<file path="config.mk">
export PLATFORM = sky130hd
export DESIGN_NAME = hazard_ctrl_flat
export DESIGN_NICKNAME = d
export VERILOG_FILES = /design/src/rtl/hazard_ctrl_pkg.sv /design/src/rtl/hazard_ctrl_if.sv /design/src/rtl/hazard_ctrl_sat_counter.sv /design/src/rtl/hazard_ctrl.sv /design/src/flat_wrapper.sv
export SDC_FILE = /design/constraint.sdc
export NUM_CORES = 1
export LEC_CHECK = 0
export CORE_AREA = 2 2 113 115
export CTS_CLUSTER_SIZE = 10
export DETAILED_ROUTE_END_ITERATION = 10
export DIE_AREA = 0 0 115 117
export PLACE_DENSITY_LB_ADDON = 0.15
export SYNTH_ARGS = -nofsm -noshare
export SYNTH_HDL_FRONTEND = slang
export SYNTH_SLANG_ARGS = --single-unit
export TNS_END_PERCENT = 1
</file>
<file path="constraint.sdc">
create_clock -name clk_i -period 5.2 [get_ports clk_i]
set_input_delay 0.52 -clock clk_i [delete_from_list [all_inputs] [get_ports clk_i]]
set_output_delay 0.52 -clock clk_i [all_outputs]
set_load 0.05 [all_outputs]
</file>
<file path="src/rtl/hazard_ctrl_pkg.sv">
// Shared types and helpers for the decode-stage hazard controller.
//   hz_state_e      : encoding of the controller FSM (2 bits, 3 is illegal)
//   FLUSH_CNT_W     : width of the post-redirect flush counter
//   load_use_hazard : detects a RAW dependence on a load still in EX
package hazard_ctrl_pkg;

    typedef enum logic [1:0] {
        HZ_RUN      = 2'd0,
        HZ_MEM_WAIT = 2'd1,
        HZ_FLUSH    = 2'd2
    } hz_state_e;

    localparam int unsigned FLUSH_CNT_W = 3;

    // A load in EX cannot forward in time for the instruction in ID.
    // Writes to x0 are discarded, so they never create a dependence.
    function automatic logic load_use_hazard(
        input logic       id_valid,
        input logic       ex_valid,
        input logic       ex_is_load,
        input logic [4:0] rs1_idx,
        input logic [4:0] rs2_idx,
        input logic [4:0] rd_idx
    );
        return id_valid & ex_valid & ex_is_load & (rd_idx != 5'd0) &
               ((rs1_idx == rd_idx) | (rs2_idx == rd_idx));
    endfunction

endpackage

</file>
<file path="src/rtl/hazard_ctrl_if.sv">
// Bundle between the pipeline (master) and the hazard controller (slave).
//   Decode-side inputs : id_valid_i, id_opcode_i, id_rs1_idx_i, id_rs2_idx_i
//   EX/MEM-side inputs : ex_valid_i, ex_is_load_i, ex_rd_idx_i, ex_redirect_i, mem_busy_i
//   Control outputs    : pc/ifid/idex/exmem stall and flush strobes
//   Debug / statistics : state_o, lu_stall_cnt_o, mem_wait_cnt_o, flush_cnt_o
interface hazard_ctrl_if #(
    parameter int CNT_W = 32
);
    import hazard_ctrl_pkg::*;

    logic             id_valid_i;
    logic [6:0]       id_opcode_i;
    logic [4:0]       id_rs1_idx_i;
    logic [4:0]       id_rs2_idx_i;
    logic             ex_valid_i;
    logic             ex_is_load_i;
    logic [4:0]       ex_rd_idx_i;
    logic             ex_redirect_i;
    logic             mem_busy_i;
    logic             pc_stall_o;
    logic             ifid_stall_o;
    logic             ifid_flush_o;
    logic             idex_stall_o;
    logic             idex_flush_o;
    logic             exmem_stall_o;
    logic [1:0]       state_o;
    logic [CNT_W-1:0] lu_stall_cnt_o;
    logic [CNT_W-1:0] mem_wait_cnt_o;
    logic [CNT_W-1:0] flush_cnt_o;

    modport master (
        output id_valid_i, id_opcode_i, id_rs1_idx_i, id_rs2_idx_i,
        output ex_valid_i, ex_is_load_i, ex_rd_idx_i, ex_redirect_i, mem_busy_i,
        input  pc_stall_o, ifid_stall_o, ifid_flush_o, idex_stall_o,
        input  idex_flush_o, exmem_stall_o, state_o,
        input  lu_stall_cnt_o, mem_wait_cnt_o, flush_cnt_o
    );

    modport slave (
        input  id_valid_i, id_opcode_i, id_rs1_idx_i, id_rs2_idx_i,
        input  ex_valid_i, ex_is_load_i, ex_rd_idx_i, ex_redirect_i, mem_busy_i,
        output pc_stall_o, ifid_stall_o, ifid_flush_o, idex_stall_o,
        output idex_flush_o, exmem_stall_o, state_o,
        output lu_stall_cnt_o, mem_wait_cnt_o, flush_cnt_o
    );

endinterface

</file>
<file path="src/rtl/hazard_ctrl_sat_counter.sv">
// Saturating up-counter used for hazard statistics.
//   clk_i, rst_ni : clock, async active-low reset
//   clr_i         : synchronous clear
//   inc_i         : count one event this cycle
//   cnt_o         : current count, sticks at all-ones
module sat_counter #(
    parameter int W = 32
) (
    input  logic         clk_i,
    input  logic         rst_ni,
    input  logic         clr_i,
    input  logic         inc_i,
    output logic [W-1:0] cnt_o
);

    localparam logic [W-1:0] CNT_MAX = {W{1'b1}};
    localparam logic [W-1:0] CNT_ONE = {{(W-1){1'b0}}, 1'b1};

    // Count register: clear wins over increment, holds at the maximum.
    always_ff @(posedge clk_i or negedge rst_ni) begin
        if (!rst_ni) begin
            cnt_o <= {W{1'b0}};
        end else if (clr_i) begin
            cnt_o <= {W{1'b0}};
        end else if (inc_i && (cnt_o != CNT_MAX)) begin
            cnt_o <= cnt_o + CNT_ONE;
        end else begin
            cnt_o <= cnt_o;
        end
    end

endmodule

</file>
<file path="src/rtl/hazard_ctrl.sv">
// Decode-stage hazard controller for the 5-stage RV32I pipeline.
// Sequences IF/ID and ID/EX around load-use hazards, data-memory waits and
// control redirects, and keeps saturating statistics counters.
//   clk_i, rst_ni : clock, async active-low reset
//   hz (slave)    : decode/EX/MEM status in, stall/flush controls and stats out
// Control outputs are combinational from state and inputs (same-cycle
// response) and are forced low while rst_ni is asserted.
module hazard_ctrl
    import hazard_ctrl_pkg::*;
#(
    parameter int unsigned FLUSH_CYCLES = 1,
    parameter int          CNT_W        = 32
) (
    input  logic          clk_i,
    input  logic          rst_ni,
    hazard_ctrl_if.slave  hz
);

    localparam logic [1:0] ST_RUN      = HZ_RUN;
    localparam logic [1:0] ST_MEM_WAIT = HZ_MEM_WAIT;
    localparam logic [1:0] ST_FLUSH    = HZ_FLUSH;

    localparam logic [FLUSH_CNT_W-1:0] FLUSH_RELOAD = FLUSH_CNT_W'(FLUSH_CYCLES - 1);
    localparam logic                   GO_FLUSH     = (FLUSH_CYCLES > 1) ? 1'b1 : 1'b0;
    localparam logic [1:0]             ST_AFTER_RDR = GO_FLUSH ? ST_FLUSH : ST_RUN;

    logic [1:0]             state_r;
    logic [1:0]             state_nxt_s;
    logic [FLUSH_CNT_W-1:0] fcnt_r;
    logic [FLUSH_CNT_W-1:0] fcnt_nxt_s;
    logic                   pend_r;
    logic                   pend_nxt_s;

    logic lu_hz_s;
    logic stall_all_s;
    logic do_redirect_s;
    logic do_lu_s;
    logic flush_step_s;
    logic mw_inc_s;

    logic unused_opcode_s;
    assign unused_opcode_s = ^hz.id_opcode_i;

    assign lu_hz_s = load_use_hazard(hz.id_valid_i, hz.ex_valid_i, hz.ex_is_load_i,
                                     hz.id_rs1_idx_i, hz.id_rs2_idx_i, hz.ex_rd_idx_i);

    // Next-state and action decode; memory wait beats redirect beats load-use.
    always_comb begin
        state_nxt_s   = state_r;
        fcnt_nxt_s    = fcnt_r;
        pend_nxt_s    = pend_r;
        stall_all_s   = 1'b0;
        do_redirect_s = 1'b0;
        do_lu_s       = 1'b0;
        flush_step_s  = 1'b0;
        mw_inc_s      = 1'b0;
        case (state_r)
            ST_RUN: begin
                if (hz.mem_busy_i) begin
                    stall_all_s = 1'b1;
                    mw_inc_s    = 1'b1;
                    pend_nxt_s  = pend_r | hz.ex_redirect_i;
                    state_nxt_s = ST_MEM_WAIT;
                end else if (hz.ex_redirect_i) begin
                    // Younger instruction in ID is squashed, so lu_hz is moot.
                    do_redirect_s = 1'b1;
                    fcnt_nxt_s    = FLUSH_RELOAD;
                    pend_nxt_s    = 1'b0;
                    state_nxt_s   = ST_AFTER_RDR;
                end else if (lu_hz_s) begin
                    do_lu_s = 1'b1;
                end else begin
                    state_nxt_s = ST_RUN;
                end
            end
            ST_MEM_WAIT: begin
                if (hz.mem_busy_i) begin
                    stall_all_s = 1'b1;
                    mw_inc_s    = 1'b1;
                    pend_nxt_s  = pend_r | hz.ex_redirect_i;
                end else if (pend_r || hz.ex_redirect_i) begin
                    do_redirect_s = 1'b1;
                    fcnt_nxt_s    = FLUSH_RELOAD;
                    pend_nxt_s    = 1'b0;
                    state_nxt_s   = ST_AFTER_RDR;
                end else begin
                    do_lu_s     = lu_hz_s;
                    state_nxt_s = ST_RUN;
                end
            end
            ST_FLUSH: begin
                if (hz.mem_busy_i) begin
                    // Counter frozen so no flush slot is lost while stalled.
                    stall_all_s = 1'b1;
                    pend_nxt_s  = pend_r | hz.ex_redirect_i;
                end else if (pend_r || hz.ex_redirect_i) begin
                    do_redirect_s = 1'b1;
                    fcnt_nxt_s    = FLUSH_RELOAD;
                    pend_nxt_s    = 1'b0;
                    state_nxt_s   = ST_AFTER_RDR;
                end else begin
                    flush_step_s = 1'b1;
                    if (fcnt_r <= FLUSH_CNT_W'(1)) begin
                        fcnt_nxt_s  = {FLUSH_CNT_W{1'b0}};
                        state_nxt_s = ST_RUN;
                    end else begin
                        fcnt_nxt_s  = fcnt_r - FLUSH_CNT_W'(1);
                    end
                end
            end
            default: begin
                state_nxt_s = ST_RUN;
                fcnt_nxt_s  = {FLUSH_CNT_W{1'b0}};
                pend_nxt_s  = 1'b0;
            end
        endcase
    end

    // FSM state, flush counter and deferred-redirect flag.
    always_ff @(posedge clk_i or negedge rst_ni) begin
        if (!rst_ni) begin
            state_r <= ST_RUN;
            fcnt_r  <= {FLUSH_CNT_W{1'b0}};
            pend_r  <= 1'b0;
        end else begin
            state_r <= state_nxt_s;
            fcnt_r  <= fcnt_nxt_s;
            pend_r  <= pend_nxt_s;
        end
    end

    // Gating with rst_ni makes a mid-operation reset drop every control at once.
    assign hz.pc_stall_o    = rst_ni & (stall_all_s | do_lu_s);
    assign hz.ifid_stall_o  = rst_ni & (stall_all_s | do_lu_s);
    assign hz.ifid_flush_o  = rst_ni & (do_redirect_s | flush_step_s);
    assign hz.idex_stall_o  = rst_ni & stall_all_s;
    assign hz.idex_flush_o  = rst_ni & (do_redirect_s | do_lu_s);
    assign hz.exmem_stall_o = rst_ni & stall_all_s;
    assign hz.state_o       = state_r;

    sat_counter #(.W(CNT_W)) u_lu_cnt (
        .clk_i (clk_i), .rst_ni (rst_ni), .clr_i (1'b0),
        .inc_i (do_lu_s), .cnt_o (hz.lu_stall_cnt_o)
    );

    sat_counter #(.W(CNT_W)) u_mw_cnt (
        .clk_i (clk_i), .rst_ni (rst_ni), .clr_i (1'b0),
        .inc_i (mw_inc_s), .cnt_o (hz.mem_wait_cnt_o)
    );

    sat_counter #(.W(CNT_W)) u_fl_cnt (
        .clk_i (clk_i), .rst_ni (rst_ni), .clr_i (1'b0),
        .inc_i (do_redirect_s), .cnt_o (hz.flush_cnt_o)
    );

endmodule

</file>
<file path="src/flat_wrapper.sv">
// flat-port wrapper written by rule: the top's interface ports become plain ports
module hazard_ctrl_flat import hazard_ctrl_pkg::*;
#(
    parameter int unsigned FLUSH_CYCLES = 1,
    parameter int          CNT_W        = 32
)
  (clk_i, rst_ni, hz_id_valid_i, hz_id_opcode_i, hz_id_rs1_idx_i, hz_id_rs2_idx_i, hz_ex_valid_i, hz_ex_is_load_i, hz_ex_rd_idx_i, hz_ex_redirect_i, hz_mem_busy_i, hz_pc_stall_o, hz_ifid_stall_o, hz_ifid_flush_o, hz_idex_stall_o, hz_idex_flush_o, hz_exmem_stall_o, hz_state_o, hz_lu_stall_cnt_o, hz_mem_wait_cnt_o, hz_flush_cnt_o);
  hazard_ctrl_if #(.CNT_W(CNT_W)) hz_i ();
  input  logic clk_i;
  input  logic rst_ni;
  input wire logic [$bits(hz_i.id_valid_i)-1:0] hz_id_valid_i;
  input wire logic [$bits(hz_i.id_opcode_i)-1:0] hz_id_opcode_i;
  input wire logic [$bits(hz_i.id_rs1_idx_i)-1:0] hz_id_rs1_idx_i;
  input wire logic [$bits(hz_i.id_rs2_idx_i)-1:0] hz_id_rs2_idx_i;
  input wire logic [$bits(hz_i.ex_valid_i)-1:0] hz_ex_valid_i;
  input wire logic [$bits(hz_i.ex_is_load_i)-1:0] hz_ex_is_load_i;
  input wire logic [$bits(hz_i.ex_rd_idx_i)-1:0] hz_ex_rd_idx_i;
  input wire logic [$bits(hz_i.ex_redirect_i)-1:0] hz_ex_redirect_i;
  input wire logic [$bits(hz_i.mem_busy_i)-1:0] hz_mem_busy_i;
  output wire logic [$bits(hz_i.pc_stall_o)-1:0] hz_pc_stall_o;
  output wire logic [$bits(hz_i.ifid_stall_o)-1:0] hz_ifid_stall_o;
  output wire logic [$bits(hz_i.ifid_flush_o)-1:0] hz_ifid_flush_o;
  output wire logic [$bits(hz_i.idex_stall_o)-1:0] hz_idex_stall_o;
  output wire logic [$bits(hz_i.idex_flush_o)-1:0] hz_idex_flush_o;
  output wire logic [$bits(hz_i.exmem_stall_o)-1:0] hz_exmem_stall_o;
  output wire logic [$bits(hz_i.state_o)-1:0] hz_state_o;
  output wire logic [$bits(hz_i.lu_stall_cnt_o)-1:0] hz_lu_stall_cnt_o;
  output wire logic [$bits(hz_i.mem_wait_cnt_o)-1:0] hz_mem_wait_cnt_o;
  output wire logic [$bits(hz_i.flush_cnt_o)-1:0] hz_flush_cnt_o;
  assign hz_i.id_valid_i = hz_id_valid_i;
  assign hz_i.id_opcode_i = hz_id_opcode_i;
  assign hz_i.id_rs1_idx_i = hz_id_rs1_idx_i;
  assign hz_i.id_rs2_idx_i = hz_id_rs2_idx_i;
  assign hz_i.ex_valid_i = hz_ex_valid_i;
  assign hz_i.ex_is_load_i = hz_ex_is_load_i;
  assign hz_i.ex_rd_idx_i = hz_ex_rd_idx_i;
  assign hz_i.ex_redirect_i = hz_ex_redirect_i;
  assign hz_i.mem_busy_i = hz_mem_busy_i;
  assign hz_pc_stall_o = hz_i.pc_stall_o;
  assign hz_ifid_stall_o = hz_i.ifid_stall_o;
  assign hz_ifid_flush_o = hz_i.ifid_flush_o;
  assign hz_idex_stall_o = hz_i.idex_stall_o;
  assign hz_idex_flush_o = hz_i.idex_flush_o;
  assign hz_exmem_stall_o = hz_i.exmem_stall_o;
  assign hz_state_o = hz_i.state_o;
  assign hz_lu_stall_cnt_o = hz_i.lu_stall_cnt_o;
  assign hz_mem_wait_cnt_o = hz_i.mem_wait_cnt_o;
  assign hz_flush_cnt_o = hz_i.flush_cnt_o;
  hazard_ctrl #(.FLUSH_CYCLES(FLUSH_CYCLES), .CNT_W(CNT_W)) u_core (.clk_i(clk_i), .rst_ni(rst_ni), .hz(hz_i));
endmodule
</file>
* After elaboration in Yosys (flattened, before gate mapping) *
Index checks and enable logic that the tools add are counted.

word-level totals
  bits of input ports = 29
  register bits = 102

cells by class
  eq/ne operators = 16
  multiplexer cells = 38
  bitwise gates (word level) = 13
  reductions and logical operators = 12
  $add $sub $neg = 4
  order comparisons = 1

operator list
  cell                     number
  $add A32 B1 Y32 const B  3
  $ne A32 B32 Y1 const B   3
  $mux W3                  7
  $mux W1                  19
  $mux W2                  7
  $eq A5 B5 Y1             2
  $pmux W3 S3              1
  $and A1 B1 Y1            8
  $ne A2 B2 Y1 const B     4
  $ne A3 B1 Y1 const B     2
  $pmux W1 S2              3
  $pmux W2 S3              1
  $or A1 B1 Y1             5
  $reduce_and A5 Y1        1
  $reduce_bool A5 Y1       1
  $ne A4 B4 Y1 const B     1
  $reduce_and A4 Y1        1
  $reduce_or A2 Y1         2
  $le A3 B1 Y1 const B     1
  $logic_and A1 B1 Y1      3
  $ne A3 B3 Y1 const B     1
  $reduce_or A3 Y1         1
  $sub A3 B1 Y3 const B    1
  $eq A2 B1 Y1 const B     1
  other kinds (5)          5

* Logic depth before layout (Yosys ltp) *
Gate-level depths: netlist of run 1.

  depth in word-level cells = 10
  gate-level depth with buffers = 9
  gate-level depth less buffers = 7

* Hierarchy *
A second synthesis of run 1 with hierarchy kept.

second synthesis, totals
  cell total of the unflattened synthesis = 629
  area total of the unflattened synthesis = 5,846.9 µm²

by module, submodules not included
  module       instances  sequential area each (µm²)  area an instance (µm²)  cells an instance
  sat_counter  3          800.8                       1,854.3                 198
  hazard_ctrl  1          50.0                        284.0                   35

* Least setup slack after synthesis of run 1 *
OpenSTA, ideal clock, no wires.

  kind = reg-to-reg
  start = register u_core.u_lu_cnt.cnt_o[0]
  end = register u_core.u_lu_cnt.cnt_o[1]
  period minus slack after synthesis = 2.693 ns
  stages on the path, launching flop included = 9
  data arrival time = 2.565 ns
  setup slack = 2.507 ns
  buffers on the path = 2
  path through = dfrtp_1 ha_1 and4_1 nand4_4 or4_4 nand3_2 buf_6 buf_6 mux2_1

between the ends
  cells in the longest elaborated chain, start to end = 2
  elaborated cells on any way between the ends = 3

ends and longest elaborated chain
  element                                                  line                           RTL
  start, declared                                          hazard_ctrl_sat_counter.sv:13  output logic [W-1:0] cnt_o
  start signal, assigned                                   hazard_ctrl_sat_counter.sv:22  cnt_o <= {W{1'b0}};
  start signal, assigned                                   hazard_ctrl_sat_counter.sv:24  cnt_o <= {W{1'b0}};
  start signal, assigned                                   hazard_ctrl_sat_counter.sv:26  cnt_o <= cnt_o + CNT_ONE;
  branches (longest 2 deep; another with $add A32 B1 Y32)  n/a

Several ways; the timed one is not identified.
A chain may end at the register's enable or synchronous reset.

* Worst setup path in the final report of run 1 *
  start = input port hz_ex_redirect_i
  end = output port hz_ifid_stall_o

between the ends
  cells in the longest elaborated chain, start to end = 6
  elaborated cells on any way between the ends = 8

ends and longest elaborated chain
  element             line                RTL
  start, declared     flat_wrapper.sv:18  input wire logic [$bits(hz_i.ex_redirect_i)-1:0] hz_ex_redirect_i;
  $logic_or A1 B1 Y1  hazard_ctrl.sv:81   end else if (pend_r || hz.ex_redirect_i) begin
  $mux W1             hazard_ctrl.sv:81
  $mux W1             hazard_ctrl.sv:77   if (hz.mem_busy_i) begin
  $pmux W1 S2 (*)     hazard_ctrl.sv:57   case (state_r)
  $or A1 B1 Y1 (*)    hazard_ctrl.sv:134  assign hz.ifid_stall_o = rst_ni & (stall_all_s | do_lu_s);
  $and A1 B1 Y1 (*)   hazard_ctrl.sv:134
  end, declared       flat_wrapper.sv:21  output wire logic [$bits(hz_i.ifid_stall_o)-1:0] hz_ifid_stall_o;

Every way passes the cells marked *; elsewhere a longest branch is shown, timed or not.

==> impl_metrics.csv, run 1 <==
group,metric,value,unit
sta,fin_worst_skew,0.00410,ns
sta,rsz0062_at_grt,"false",
setup_path,path_max_fanout,5,
hold_path,hp-class,"in2async",
status,status,"finished clean",
layout,final_cell_mix,"clkdlybuf4s50_1 (123), dfrtp_1 (98), xnor2_1 (56), xor2_1 (46), nand3_1 (44)",
logic_synthesis,yosysUniqueCellTypes,42,
sta,period_share,66.3,%
route,viasPerCell,5.10,
cts,clock-sinks,98,
sta,holdWs,0.200,ns
layout,drive_gt1_share,4.30,%
die,die-height,117,um
die,initial_utilization,38.8,%
sta,tns,0,ns
logic_synthesis,synth_cells,451,
run,max_cap_violations,0,
setup_path,slowest_stage,"clkdlybuf4s50_1",
placement,placed_cell_area,6150,um^2
sta,maxSlewViolCount,0,
logic_synthesis,syn_area_per_cell,10.6,um^2
power,p_leak,2.81,nW
sta,fmax,0.290,GHz
cts,cts_tree,"done",
logic_synthesis,synth-compound-area-share,1.10,%
logic_synthesis,yosys_warnings,0,
cts,postCtsHoldBufs,0,
layout,fin_area,6410,um^2
global_route,grt.total_usage,17.1,%
cts,htree_levels,3,
cts,post_cts_buffers,0,
setup_path,worstSetupPathType,"in2out",
setup_path,crit_path_start_kind,"primary input",
logic_synthesis,synth-edff-count,0,
setup_path,endpoint_kind,"primary output",
placement,gp_congestion,0.824,
route,routed_wl,11000,um
logic_synthesis,seq_area_frac_synth,51.3,%
cts,clk_latency,0.34,ns
global_route,global_route.overflow_total,0,
cts,cts_buffer_depth,2,
die,rows,41,
setup_path,cpPeakStageDelay,0.81,ns
sta,slew_headroom,56.0,%
power,finalPower,1.96,mW
power,ir_drop,271,uV
sta,worst_slew_pin_slew,0.660,ns
sta,hold_viol_final,0,
die,die_x,115,um
setup_path,worst-path-buf-inv,2,
route,routedWlPerCell,15.0,um
cts,cts_root_buf,"clkbuf_16",
logic_synthesis,yosysTopAreaCell,"dfrtp_1",
layout,antenna_cells,0,
die,dieArea,13500,um^2
sta,setup_viol,0,
die,coreArea,12300,um^2
setup_path,required,4.68,ns
setup_path,arrival,2.93,ns
route,dr.pass1.iters,4,
layout,multi_input_area,2230,um^2
layout,nFillCells,1133,
global_route,grt_max_degree,53,
logic_synthesis,async_flop_share,100,%
placement,port_buffers,124,
cts,numCtsBuffers,9,
logic_synthesis,ys_seq_elements,98,
route,ant_nets,0,
logic_synthesis,yosys.area_share.simple,25.5,%
power,powerDensity,306,nW/um^2
logic_synthesis,synth_top_family_by_area,"simple AND/OR/NAND/NOR gates",
logic_synthesis,syn_nets,483,
die,num_io_pins,133,
route,remaining_drc_errors,0,
layout,syn_to_final_growth,34.1,%
logic_synthesis,synthXorXnorAreaFrac,18.7,%
logic_synthesis,netlist_top_cells_area,"dfrtp_1 (51%), xnor2_1 (10%), xor2_1 (8.4%), nand3_1 (4.6%), nand4_1 (3.7%)",
global_route,grt_pass1_wl,18300,um
logic_synthesis,synth.top_cell.area_share,51.3,%
route,initialDrtViolationCount,216,
placement,hpwl,7910,um
logic_synthesis,syn_area,4780,um^2
logic_synthesis,synth_adder_area_share,0.785,%
logic_synthesis,synth_ff_type,"dfrtp_1",
setup_path,path_cells,"clkdlybuf4s50_1 > a21oi_1 > nand4_1 > a21oi_1 > and2_1 > o21a_1 > clkdlybuf4s50_1",
global_route,antenna_found_initial,0,
cts,cts_resized,0,
setup_path,critPathTopFamily,"buffers and inverters",
global_route,grt_pass1_vias,3718,
layout,seq_area,2450,um^2
layout,fin_nets,610,
route,routed-via-count,3731,
layout,final_common_cell,"clkdlybuf4s50_1",
sta,fin_crit,3.45,ns
cts,clkTransAtPathRegs,0.07,ns
logic_synthesis,synthMuxAreaShare,0.471,%
kinds of logic (layout without fill, tap and decap cells):
logic type | Yosys count | in the layout
AO/OA/AOI/OAI | 9 | 9
XOR/XNOR | 102 | 102
adder cells (fa/ha/maj) | 3 | 3
buffers and inverters | 17 | 147
flip-flops | 98 | 98
multiplexers | 2 | 2
other | 1 | 1
AND/OR/NAND/NOR | 219 | 219
state kept, by name, summed over array words and instances, names as in the netlist:
name                   flops
u_core.pend_r              1
u_core.u_lu_cnt.cnt_o     32
u_core.u_fl_cnt.cnt_o     32
u_core.hz.state_o          1
u_core.u_mw_cnt.cnt_o     32
through the flow:
stage          setup WS (ns)  util [%]  std cells
6_report                1.75      52.1        731
5_1_grt                 1.50      52.1        731
4_1_cts                 1.72      52.1        731
3_5_place_dp            1.72      49.9        717
3_3_place_gp            1.76      49.9        717
2_1_floorplan           2.51         -        451
cell type report:
| type | instances | area share (%) |
|---|---|---|
| clock buffer | 12 | 3.84 |
| clock inverter | 2 | 0.234 |
| inverter | 7 | 0.410 |
| multi-input combinational | 336 | 34.8 |
| sequential | 98 | 38.3 |
| tap | 150 | 2.93 |
| timing repair buffer | 126 | 19.6 |
report_power, final:
group	internal, mW	leakage [nW]	switching, mW
Combinational	0.161	1.37	0.292
Clock	0.333	0.121	0.276
Sequential	0.816	1.32	0.0820
Total	1.31	2.81	0.651
cell usage after synthesis (all sizes together), types with 3 or more instances:
cell / n
buf: 7
and3: 12
nand4: 30
and4: 14
xnor2: 56
ha: 3
nor4: 6
nor2: 38
and2: 8
inv: 7
a21oi: 3
nand3: 45
clkbuf: 3
nor3: 22
nor4b: 3
dfrtp: 98
xor2: 46
nand2: 30
layer usage:
| metal | global-route usage, % | vias up | share of wire [%] |
|---|---|---|---|
| met5 | 0 | - | 0 |
| met4 | 6.75 | 0 | 1.3 |
| met3 | 2.99 | 9 | 5.0 |
| met2 | 26.9 | 109 | 46 |
| met1 | 23.7 | 1791 | 47 |
| li1 | - | 1822 | - |
path summary, 6_finish.rpt:
path | slack (ns) | cells after the start | to | startpoint
min reg2reg | 0.48 | 1 | u_core.u_fl_cnt.cnt_o[27] | u_core.u_fl_cnt.cnt_o[27]
max in group asynchronous | 3.88 | 2 | u_core.u_mw_cnt.cnt_o[21] | rst_ni
min in group clk_i | 0.48 | 1 | u_core.u_fl_cnt.cnt_o[27] | u_core.u_fl_cnt.cnt_o[27]
min | 0.20 | 1 | u_core.u_mw_cnt.cnt_o[29] | rst_ni
max | 1.75 | 7 | hz_ifid_stall_o | hz_ex_redirect_i
max reg2reg | 2.36 | 7 | u_core.u_lu_cnt.cnt_o[29] | u_core.u_lu_cnt.cnt_o[0]
(Power assumes the default switching activity.)
==> run 2: changes to the inputs <==
Clock period 5.2 ns to 3.5 ns, I/O delays scaled along.
==> run 2 against run 1 <==
Via count grew 2.2%. Global-route usage up 0.083 points. Hold slack gained 0.17 ns. Clock power grew 74%. Sequential power up 49%. Combinational power up 51%. Design area is 1.4% higher. Critical path depth grew 1. Largest cell class unchanged.
==> impl_metrics.csv, run 2 (same netlist as run 1, synthesis figures left out) <==
group,metric,value,unit
route,wl_met3,453,um
sta,worst_slew_pin_slew,0.685,ns
route,routed-via-count,3814,
global_route,antenna_found_initial,0,
cts,cts_root_buf,"clkbuf_16",
placement,hpwl,8190,um
setup_path,critPathTopFamily,"simple AND/OR/NAND/NOR gates",
placement,placed_cell_area,6160,um^2
layout,syn_to_final_growth,36.0,%
setup_path,path_depth,8,
setup_path,worstSetupPathType,"reg2reg",
cts,post_cts_buffers,0,
setup_path,endpoint_kind,"flip-flop",
global_route,grt_max_degree,55,
layout,largestRegisters,"u_core.u_fl_cnt.cnt_o x32, u_core.u_lu_cnt.cnt_o x32, u_core.u_mw_cnt.cnt_o x32",
cts,numCtsBuffers,9,
route,dr.pass1.iters,4,
route,initialDrtViolationCount,185,
placement,place_ws,0.701,ns
global_route,grt_pass1_vias,3729,
cts,cts_buffer_depth,2,
die,coreArea,12300,um^2
die,dieArea,13500,um^2
die,num_io_pins,133,
layout,fin_nets,614,
setup_path,reg2reg_slack,0.83,ns
cts,clkTransAtPathRegs,0.07,ns
global_route,grt_pass1_wl,18400,um
setup_path,r2r_cells,8,
sta,fin_worst_skew,0.00776,ns
die,initial_utilization,38.8,%
route,remaining_drc_errors,0,
sta,holdWs,0.371,ns
cts,clock-sinks,98,
sta,maxSlewViolCount,0,
route,routedWlPerCell,15.4,um
route,ant_nets,0,
layout,drive_gt1_share,5.96,%
status,status,"finished clean",
power,p_leak,2.86,nW
sta,hold_viol_final,0,
cts,cts_resized,0,
route,dr_wl_met2,5080,um
setup_path,crit_path_start_kind,"flip-flop",
sta,tns,0,ns
setup_path,path_cells,"ha_1 > and4_1 > nand4_4 > or4_4 > nand3_2 > buf_4 > nor3_1 > xor2_1",
layout,final_common_cell,"clkdlybuf4s50_1",
die,rows,41,
sta,slew_headroom,54.3,%
cts,clk_latency,0.34,ns
setup_path,required,3.71,ns
sta,fmax,0.374,GHz
placement,port_buffers,124,
placement,gp_congestion,0.808,
cts,cts_tree,"done",
sta,setup_viol,0,
sta,fin_crit,2.67,ns
setup_path,crit_path_end,"u_core.u_lu_cnt.cnt_o[11]",
setup_path,path_max_fanout,16,
hold_path,hp-class,"in2async",
setup_path,slowest_stage,"or4_4",
route,wl_met1,5550,um
power,finalPower,3.07,mW
power,powerDensity,473,nW/um^2
global_route,global_route.overflow_total,0,
die,die_x,115,um
power,ir_drop,348,uV
global_route,grt.total_usage,17.2,%
route,viasPerCell,5.18,
sta,period_share,76.4,%
sta,layout_setup_ws,0.826,ns
route,routed_wl,11300,um
cts,htree_levels,3,
setup_path,critPathLaunch,"u_core.u_lu_cnt.cnt_o[1]",
setup_path,worst-path-buf-inv,1,
setup_path,cpPeakStageDelay,0.59,ns
setup_path,reg2reg_to,"u_core.u_lu_cnt.cnt_o[11]",
sta,rsz0062_at_grt,"false",
route,top_layer,"met4",
setup_path,r2r-start,"u_core.u_lu_cnt.cnt_o[1]",
setup_path,arrival,2.88,ns
run,max_cap_violations,0,
layout,antenna_cells,0,
layout,final_cell_mix,"clkdlybuf4s50_1 (120), dfrtp_1 (98), xnor2_1 (56), xor2_1 (46), nand3_1 (44)",
die,die-height,117,um
layout,fin_area,6500,um^2
-- run 2: changes by cell type in the layout (fill, tap and decap cells not counted) --
cell	delta
buf_4	+6
clkbuf_8	+3
clkdlybuf4s50_1	-3
clkbuf_1	-2
bufinv_16	+1
dlygate4sd3_1	+1
-- run 2: how the worst min path moves through the flow --
stage	to	slack, ns	cells past startpoint
after detailed placement	u_core.u_mw_cnt.cnt_o[29]	0.19	1
after floorplan	u_core.hz.state_o[0]	0.05	0
after global routing	u_core.u_mw_cnt.cnt_o[31]	0.38	2
final	u_core.u_mw_cnt.cnt_o[29]	0.37	2
after global placement	u_core.u_mw_cnt.cnt_o[29]	0.18	1
after CTS	u_core.u_mw_cnt.cnt_o[29]	0.36	2
-- run 2: timing repair --
action	in CTS	in global routing
hold buffers	1	0
hold endpoints to repair	5	0
endpoints found under the setup margin	0	0
-- run 2: routing by layer --
| metal | track usage, % | vias up |
|---|---|---|
| li1 | - | 1843 |
| met3 | 2.68 | 19 |
| met1 | 24.4 | 1856 |
| met5 | 0 | - |
| met4 | 6.83 | 0 |
| met2 | 26.5 | 96 |
-- run 2: layout make-up --
| type | instances | area (um^2) |
|---|---|---|
| clock buffer | 13 | 280 |
| fill | 1103 | 5810 |
| multi-input combinational | 336 | 2230 |
| clock inverter | 3 | 45.0 |
| sequential | 98 | 2450 |
| tap | 150 | 188 |
| inverter | 7 | 26.3 |
| timing repair buffer | 130 | 1280 |
-- run 2: power breakdown --
group / switching, mW / internal (mW)
Combinational: 0.441 / 0.241
Clock: 0.425 / 0.633
Sequential: 0.124 / 1.21
-- run 2: per-stage QoR --
stage / cells / util (%)
6_report: 737 / 52.8
5_1_grt: 737 / 52.8
4_1_cts: 737 / 52.8
3_5_place_dp: 720 / 50.1
3_3_place_gp: 720 / 50.1
2_1_floorplan: 451 / -
